`src/rtl/mem_arbiter_n.sv`:
```
// mem_arbiter_n: round-robin arbiter of N line requesters onto one memory port.
// Define ARB_PERF_CNT_EN to add saturating grant and wait-cycle counters.
module mem_arbiter_n #(
   parameter int NUM_PORTS  = 2,
   parameter int LINE_WIDTH = 256,
   parameter int ADDR_WIDTH = 32
) (
   input  logic                           clk,
   input  logic                           rst,
   input  logic [NUM_PORTS-1:0]           req_read,
   input  logic [NUM_PORTS-1:0]           req_write,
   input  logic [NUM_PORTS*ADDR_WIDTH-1:0] req_addr,
   input  logic [NUM_PORTS*LINE_WIDTH-1:0] req_wdata,
   output logic [LINE_WIDTH-1:0]          req_rdata,
   output logic [NUM_PORTS-1:0]           req_resp,
   output logic                           pmem_read,
   output logic                           pmem_write,
   output logic [ADDR_WIDTH-1:0]          pmem_address,
   output logic [LINE_WIDTH-1:0]          pmem_wdata,
   input  logic [LINE_WIDTH-1:0]          pmem_rdata,
   input  logic                           pmem_resp,
   output logic [NUM_PORTS*32-1:0]        perf_grants,
   output logic [31:0]                    perf_wait_cycles
);

   localparam int IDX_W = (NUM_PORTS > 1) ? $clog2(NUM_PORTS) : 1;

   localparam logic [1:0] S_IDLE = 2'd0;
   localparam logic [1:0] S_BUSY = 2'd1;
   localparam logic [1:0] S_DONE = 2'd2;

   logic [1:0]            state_q;
   logic [1:0]            state_d;
   logic [IDX_W-1:0]      rr_ptr_q;
   logic [IDX_W-1:0]      gnt_q;
   logic                  op_write_q;
   logic [ADDR_WIDTH-1:0] addr_q;
   logic [LINE_WIDTH-1:0] wdata_q;

   logic [NUM_PORTS-1:0]   active;
   logic [2*NUM_PORTS-1:0] dbl;
   logic [NUM_PORTS-1:0]   rot;
   logic [IDX_W-1:0]       off;
   logic [IDX_W:0]         sum;
   logic [IDX_W-1:0]       sel_idx;
   logic                   sel_valid;
   logic [IDX_W-1:0]       rr_next;
   logic [NUM_PORTS-1:0]   gnt_oh;
   logic                   busy;
   logic                   grant;
   logic                   finish;

   logic [ADDR_WIDTH-1:0] addr_arr  [NUM_PORTS];
   logic [LINE_WIDTH-1:0] wdata_arr [NUM_PORTS];

   for (genvar g = 0; g < NUM_PORTS; g++) begin : g_unpack
      assign addr_arr[g]  = req_addr[g*ADDR_WIDTH +: ADDR_WIDTH];
      assign wdata_arr[g] = req_wdata[g*LINE_WIDTH +: LINE_WIDTH];
   end

   assign active = req_read | req_write;

   // rotate so bit 0 is rr_ptr, then take the lowest set offset
   assign dbl = {active, active} >> rr_ptr_q;
   assign rot = dbl[NUM_PORTS-1:0];

   always_comb begin
      off = '0;
      for (int k = NUM_PORTS - 1; k >= 0; k--) begin
         if (rot[k]) begin
            off = IDX_W'(k);
         end
      end
   end

   assign sel_valid = |active;
   assign sum       = {1'b0, rr_ptr_q} + {1'b0, off};

   always_comb begin
      sel_idx = sum[IDX_W-1:0];
      if (sum >= (IDX_W+1)'(NUM_PORTS)) begin
         sel_idx = IDX_W'(sum - (IDX_W+1)'(NUM_PORTS));
      end
   end

   assign rr_next = (gnt_q == IDX_W'(NUM_PORTS - 1)) ? '0 : gnt_q + 1'b1;
   assign gnt_oh  = NUM_PORTS'(1) << gnt_q;

   assign busy   = (state_q == S_BUSY);
   assign grant  = (state_q == S_IDLE) && sel_valid;
   assign finish = busy && pmem_resp;

   always_comb begin
      state_d = state_q;
      unique case (state_q)
         S_IDLE:  if (sel_valid) state_d = S_BUSY;
         S_BUSY:  if (pmem_resp) state_d = S_DONE;
         S_DONE:  state_d = S_IDLE;
         default: state_d = S_IDLE;
      endcase
   end

   always_ff @(posedge clk or posedge rst) begin
      if (rst) begin
         state_q    <= S_IDLE;
         rr_ptr_q   <= '0;
         gnt_q      <= '0;
         op_write_q <= 1'b0;
         addr_q     <= '0;
         wdata_q    <= '0;
      end else begin
         state_q <= state_d;
         if (grant) begin
            gnt_q      <= sel_idx;
            op_write_q <= req_write[sel_idx];
            addr_q     <= addr_arr[sel_idx];
            wdata_q    <= wdata_arr[sel_idx];
         end
         if (finish) begin
            rr_ptr_q <= rr_next;
         end
      end
   end

   // a write wins over a simultaneous read from the same port
   assign pmem_read    = busy && !op_write_q;
   assign pmem_write   = busy && op_write_q;
   assign pmem_address = addr_q;
   assign pmem_wdata   = wdata_q;
   assign req_rdata    = pmem_rdata;
   assign req_resp     = finish ? gnt_oh : '0;

`ifdef ARB_PERF_CNT_EN
   logic [31:0]          grant_cnt_q [NUM_PORTS];
   logic [31:0]          wait_cnt_q;
   logic [NUM_PORTS-1:0] sel_oh;
   logic [NUM_PORTS-1:0] cur_oh;
   logic [NUM_PORTS-1:0] waiting;

   assign sel_oh  = NUM_PORTS'(1) << sel_idx;
   assign cur_oh  = busy ? gnt_oh : (grant ? sel_oh : '0);
   assign waiting = active & ~cur_oh;

   always_ff @(posedge clk or posedge rst) begin
      if (rst) begin
         wait_cnt_q <= '0;
         for (int i = 0; i < NUM_PORTS; i++) begin
            grant_cnt_q[i] <= '0;
         end
      end else begin
         if (|waiting && wait_cnt_q != 32'hFFFF_FFFF) begin
            wait_cnt_q <= wait_cnt_q + 32'd1;
         end
         for (int i = 0; i < NUM_PORTS; i++) begin
            if (grant && sel_idx == IDX_W'(i)
                && grant_cnt_q[i] != 32'hFFFF_FFFF) begin
               grant_cnt_q[i] <= grant_cnt_q[i] + 32'd1;
            end
         end
      end
   end

   for (genvar g = 0; g < NUM_PORTS; g++) begin : g_perf
      assign perf_grants[g*32 +: 32] = grant_cnt_q[g];
   end
   assign perf_wait_cycles = wait_cnt_q;
`else
   assign perf_grants      = '0;
   assign perf_wait_cycles = '0;
`endif

endmodule

```
`config.mk`:
```
export PLATFORM = sky130hd
export DESIGN_NAME = mem_arbiter_n
export DESIGN_NICKNAME = d
export VERILOG_FILES = /design/src/rtl/mem_arbiter_n.sv
export SDC_FILE = /design/constraint.sdc
export NUM_CORES = 1
export LEC_CHECK = 0
export ABC_AREA = 1
export CAP_MARGIN = 20
export CORE_AREA = 8 8 579 581
export DETAILED_ROUTE_END_ITERATION = 6
export DIE_AREA = 0 0 587 589
export PLACE_DENSITY = 0.3
export SLEW_MARGIN = 20
export SYNTH_ARGS = -nofsm -noshare
export SYNTH_HDL_FRONTEND = slang
export SYNTH_SLANG_ARGS = --single-unit
```
`constraint.sdc`:
```
create_clock -name clk -period 14.1 [get_ports clk]
set_input_delay 2.82 -clock clk [delete_from_list [all_inputs] [get_ports clk]]
set_output_delay 2.82 -clock clk [all_outputs]
set_load 0.02 [all_outputs]
```
# After elaboration in Yosys (flattened, before gate mapping)
# Index checks and enable logic that the tools add are counted.
# Widths: inputs -> output; s select.
# classes
add_sub_neg	3
n_lt_le_gt_ge	3
eq_ne	3
n_shift	2
muxes	16
n_bitwise	2
n_reduce_logical	8
# op_table
operator	count
$mux 256	3
$mux 32	3
$mux 1	6
$mux 2	3
$ge 2x2->1 const B	2
$logic_and 1x1->1	4
$ne 2x2->1 const B	2
$pmux 2 s2	1
$shr 4x1->2	1
$add 1x1->2	1
$eq 2x1->1 const B	1
$logic_not 2->1	1
$lt 1x2->1 const B	1
$not 1->2	1
$or 2x2->2	1
$reduce_and 2->1	1
$reduce_or 2->1	1
$shl 1x1->2 const A	1
$add 1x1->1 const B	1
$logic_not 1->1	1
$sub 1x1->1 const B	1
# word_totals
register_bits	293
input_bits	839

# Longest topological paths before layout
# depth
ltp_word	11
ltp_mapped	9

# Worst setup path after synthesis
# OpenSTA, ideal clock, no wires.
# synth_path
path_type	input to output
startpoint	in pmem_resp
endpoint	out req_resp[1]
arrival_time_ns	3.220
required_ns	11.280
path_slack_ns	8.060
cell_stages	2
cell_sequence	nand2_1 nor2_1
# synth_between
elab_chain_cells	2
# synth_rtl
item	line	rtl
start: declaration	21	input logic pmem_resp,
$logic_and 1x1->1	91	assign finish = busy && pmem_resp;
$mux 2	131	assign req_resp = finish ? gnt_oh : '0;
end: declaration	15	output logic [NUM_PORTS-1:0] req_resp,
# No other way between the ends.

# Worst setup path in the final report
# Same ends and word-level chain as after synthesis.

==> reports/metrics.cfg <==
[outcome]
outcome = finished clean

[critical_path]
critPathMaxFanout = 4
rr_startpoint = state_q[1]
crit_arrival_ns = 4.72
critPathCaptureType = output port
required_ns = 11.28
reg2regPathDepth = 7
r2r_slack_ns = 10.99
timing_worst_setup_path_type = in2out
rr_endpoint = pmem_wdata[154]
cp-start-kind = input port

[sta]
slew_headroom_pct = 30.0
rsz0062_at_grt = no
setup_violations = 0
skew_ns = 0.0307
drv_slew = 0
tightest_slew_ns = 1.05
fmax_mhz = 133
min_period_ns = 7.54
post-route-period-util_pct = 53.4
whs_ns = 0.476
setup-tns-final_ns = 0
hold_viol_final = 0

[global_route]
grt_pass1_wl_mm = 239
track_usage_pct = 10.5
antenna_found_initial = 201
grt_start_max_net_pins = 125
grt_pass1_vias = 21000
overflow = 0

[floorplanning]
ios = 1483
core-area_sq_um = 326000
die_y_microns = 589
fp.dieArea_sq_um = 346000
start_util_pct = 5.91
rows = 210
die_x_microns = 587

[finish]
area_growth_pct = 67.4
finalNonFillerCells = 7792
finish.utilization_pct = 9.89
layout-drive-gt1-share_pct = 3.13
nets = 4227
finalInstanceArea_sq_um = 32200
fillers = 38300

[yosys]
yosysWarnings = 0
syn-cell-area_sq_um = 19200
synth_seq_cells = 293
synth.avg_cell_area_sq_um = 6.74
seq_area_frac_synth_pct = 38.1
ys_types = 20
synthCells = 2854

[cts]
numCtsBuffers = 48
cts_setup_buffers = 0
cts_tree = done
cts.sinks = 293
cts_root_buffer = clkbuf_16
clkTransAtPathRegs_ns = 0.05
clk_latency_ns = 0.71
postCtsHoldBufs = 0
cts_resized = 0
cts.path.max_buffers = 3
htreeDepth = 2

[place]
gp_congestion = 0.774
dp_hpwl_mm = 161
port_buffers = 874
placedCellCount = 7684
placed_cell_area_sq_um = 30600

[flow_run]
maxCapViolCount = 0

[power_and_ir_drop]
powerDensity_nw_per_um2 = 201
combPwrFrac_pct = 55.9
p_leak_nw = 15.0
ir_drop_uv = 118
p_int_mw = 3.29
clkPwrFrac_pct = 19.8
p_sw_mw = 3.18
sw_frac_of_total_pct = 49.1
pwr-share-seq_pct = 24.3

[detailed_routing]
drtPass1Iterations = 7
drc = 0
routed_wirelength_mm = 189
drt_iter0_markers = 968
vias_per_cell = 2.65
ant_nets = 0
vias = 20600
wire_per_inst_microns = 24.3

[worst_hold_path]
min_from = pmem_address[24]
holdPathEnd = pmem_address[24]
min_path_type = reg2reg
min_path_cells = 2

## state kept, by name, summed over array words and instances, names as in the netlist
name and count:
rr_ptr_q 1, state_q 2, pmem_wdata 256, pmem_address 32
gnt_q 1, op_write_q 1
## routing by layer
layer	vias up	GRT usage (%)	wire length, microns
met4	122	3.04	6680
li1	9159	-	-
met3	579	6.72	26200
met5	-	0	774
met2	1200	16.7	83400
met1	9572	11.6	72300
## power groups by stage
stage	registers, mW	clock network, mW	logic, mW
3_5_place_dp	1.58	0	3.80
3_3_place_gp	1.58	0	3.81
2_1_floorplan	2.02	0	1.34
4_1_cts	1.58	1.37	3.82
6_report	1.57	1.28	3.62
5_1_grt	1.63	1.38	3.97
## synthesized netlist by cell type (all sizes together)
cell / count / area (sq um)
a21oi: 1 / 5.00
and2: 1 / 6.26
buf: 473 / 3330
clkbuf: 37 / 139
conb: 1 / 3.75
dfrtp: 293 / 7330
inv: 586 / 2200
nand2: 873 / 3290
nand3: 576 / 2880
nor2: 9 / 43.8
o21ai: 4 / 20.0
## critical path: stages
cell	delay (ns)
clkdlybuf4s50_1	0.60
nand2_1	0.34
nor2_1	0.27
clkdlybuf4s50_1	0.66
## how the worst max path moves through the flow
stage                              to  startpoint  depth (start not counted)  slack (ns)
after CTS                 req_resp[1]   pmem_resp                          4        6.40
after floorplan                 gnt_q         rst                          1        3.19
after global routing      req_resp[1]   pmem_resp                          4        6.38
final                     req_resp[1]   pmem_resp                          4        6.56
after global placement    req_resp[1]   pmem_resp                          4        6.34
after detailed placement  req_resp[1]   pmem_resp                          4        6.41
## logic make-up after synthesis
| kind of cell | after synthesis | synth area share (%) |
|---|---|---|
| compound gates | 5 | 0.130 |
| buf+inv | 1096 | 29.5 |
| simple gates | 1459 | 32.3 |
| other cells | 1 | 0.0195 |
| flops | 293 | 38.1 |
## cell usage in the layout, fill, tap and decap left out
cell,instances
inv_8,2
clkinv_2,9
nand2_1,870
clkdlybuf4s50_1,874
buf_4,23
nor2_4,1
nor2_2,1
bufinv_16,4
nand3_1,576
buf_12,2
clkinv_4,2
and2_1,1
conb_1,96
diode_2,25
dfrtp_1,293
a21oi_1,1
clkinvlp_4,1
inv_1,584
clkbuf_1,8
o21ai_1,2
clkbuf_16,49
clkbuf_8,9
inv_6,1
nand2_8,2
nor2_1,7
o21ai_0,2
nand2_4,1
## cell type report
cell class / instances / area (sq um) / share of cell area, %
Clock inverter: 17 / 199 / 0.617
Clock buffer: 66 / 1380 / 4.28
Multi-Input combinational cell: 1560 / 6640 / 20.6
Tap cell: 4346 / 5440 / 16.9
Timing Repair Buffer: 899 / 8960 / 27.8
Inverter: 586 / 2210 / 6.87
Sequential cell: 293 / 7330 / 22.8
Antenna cell: 25 / 62.6 / 0.194
## stage by stage
step / worst slack, ns / power, mW
after detailed placement: 6.41 / 5.38
after global placement: 6.34 / 5.39
after floorplan: 3.19 / 3.36
final: 6.56 / 6.47
after global routing: 6.38 / 6.98
after CTS: 6.40 / 6.77
Power figures use the tool's default switching activity.
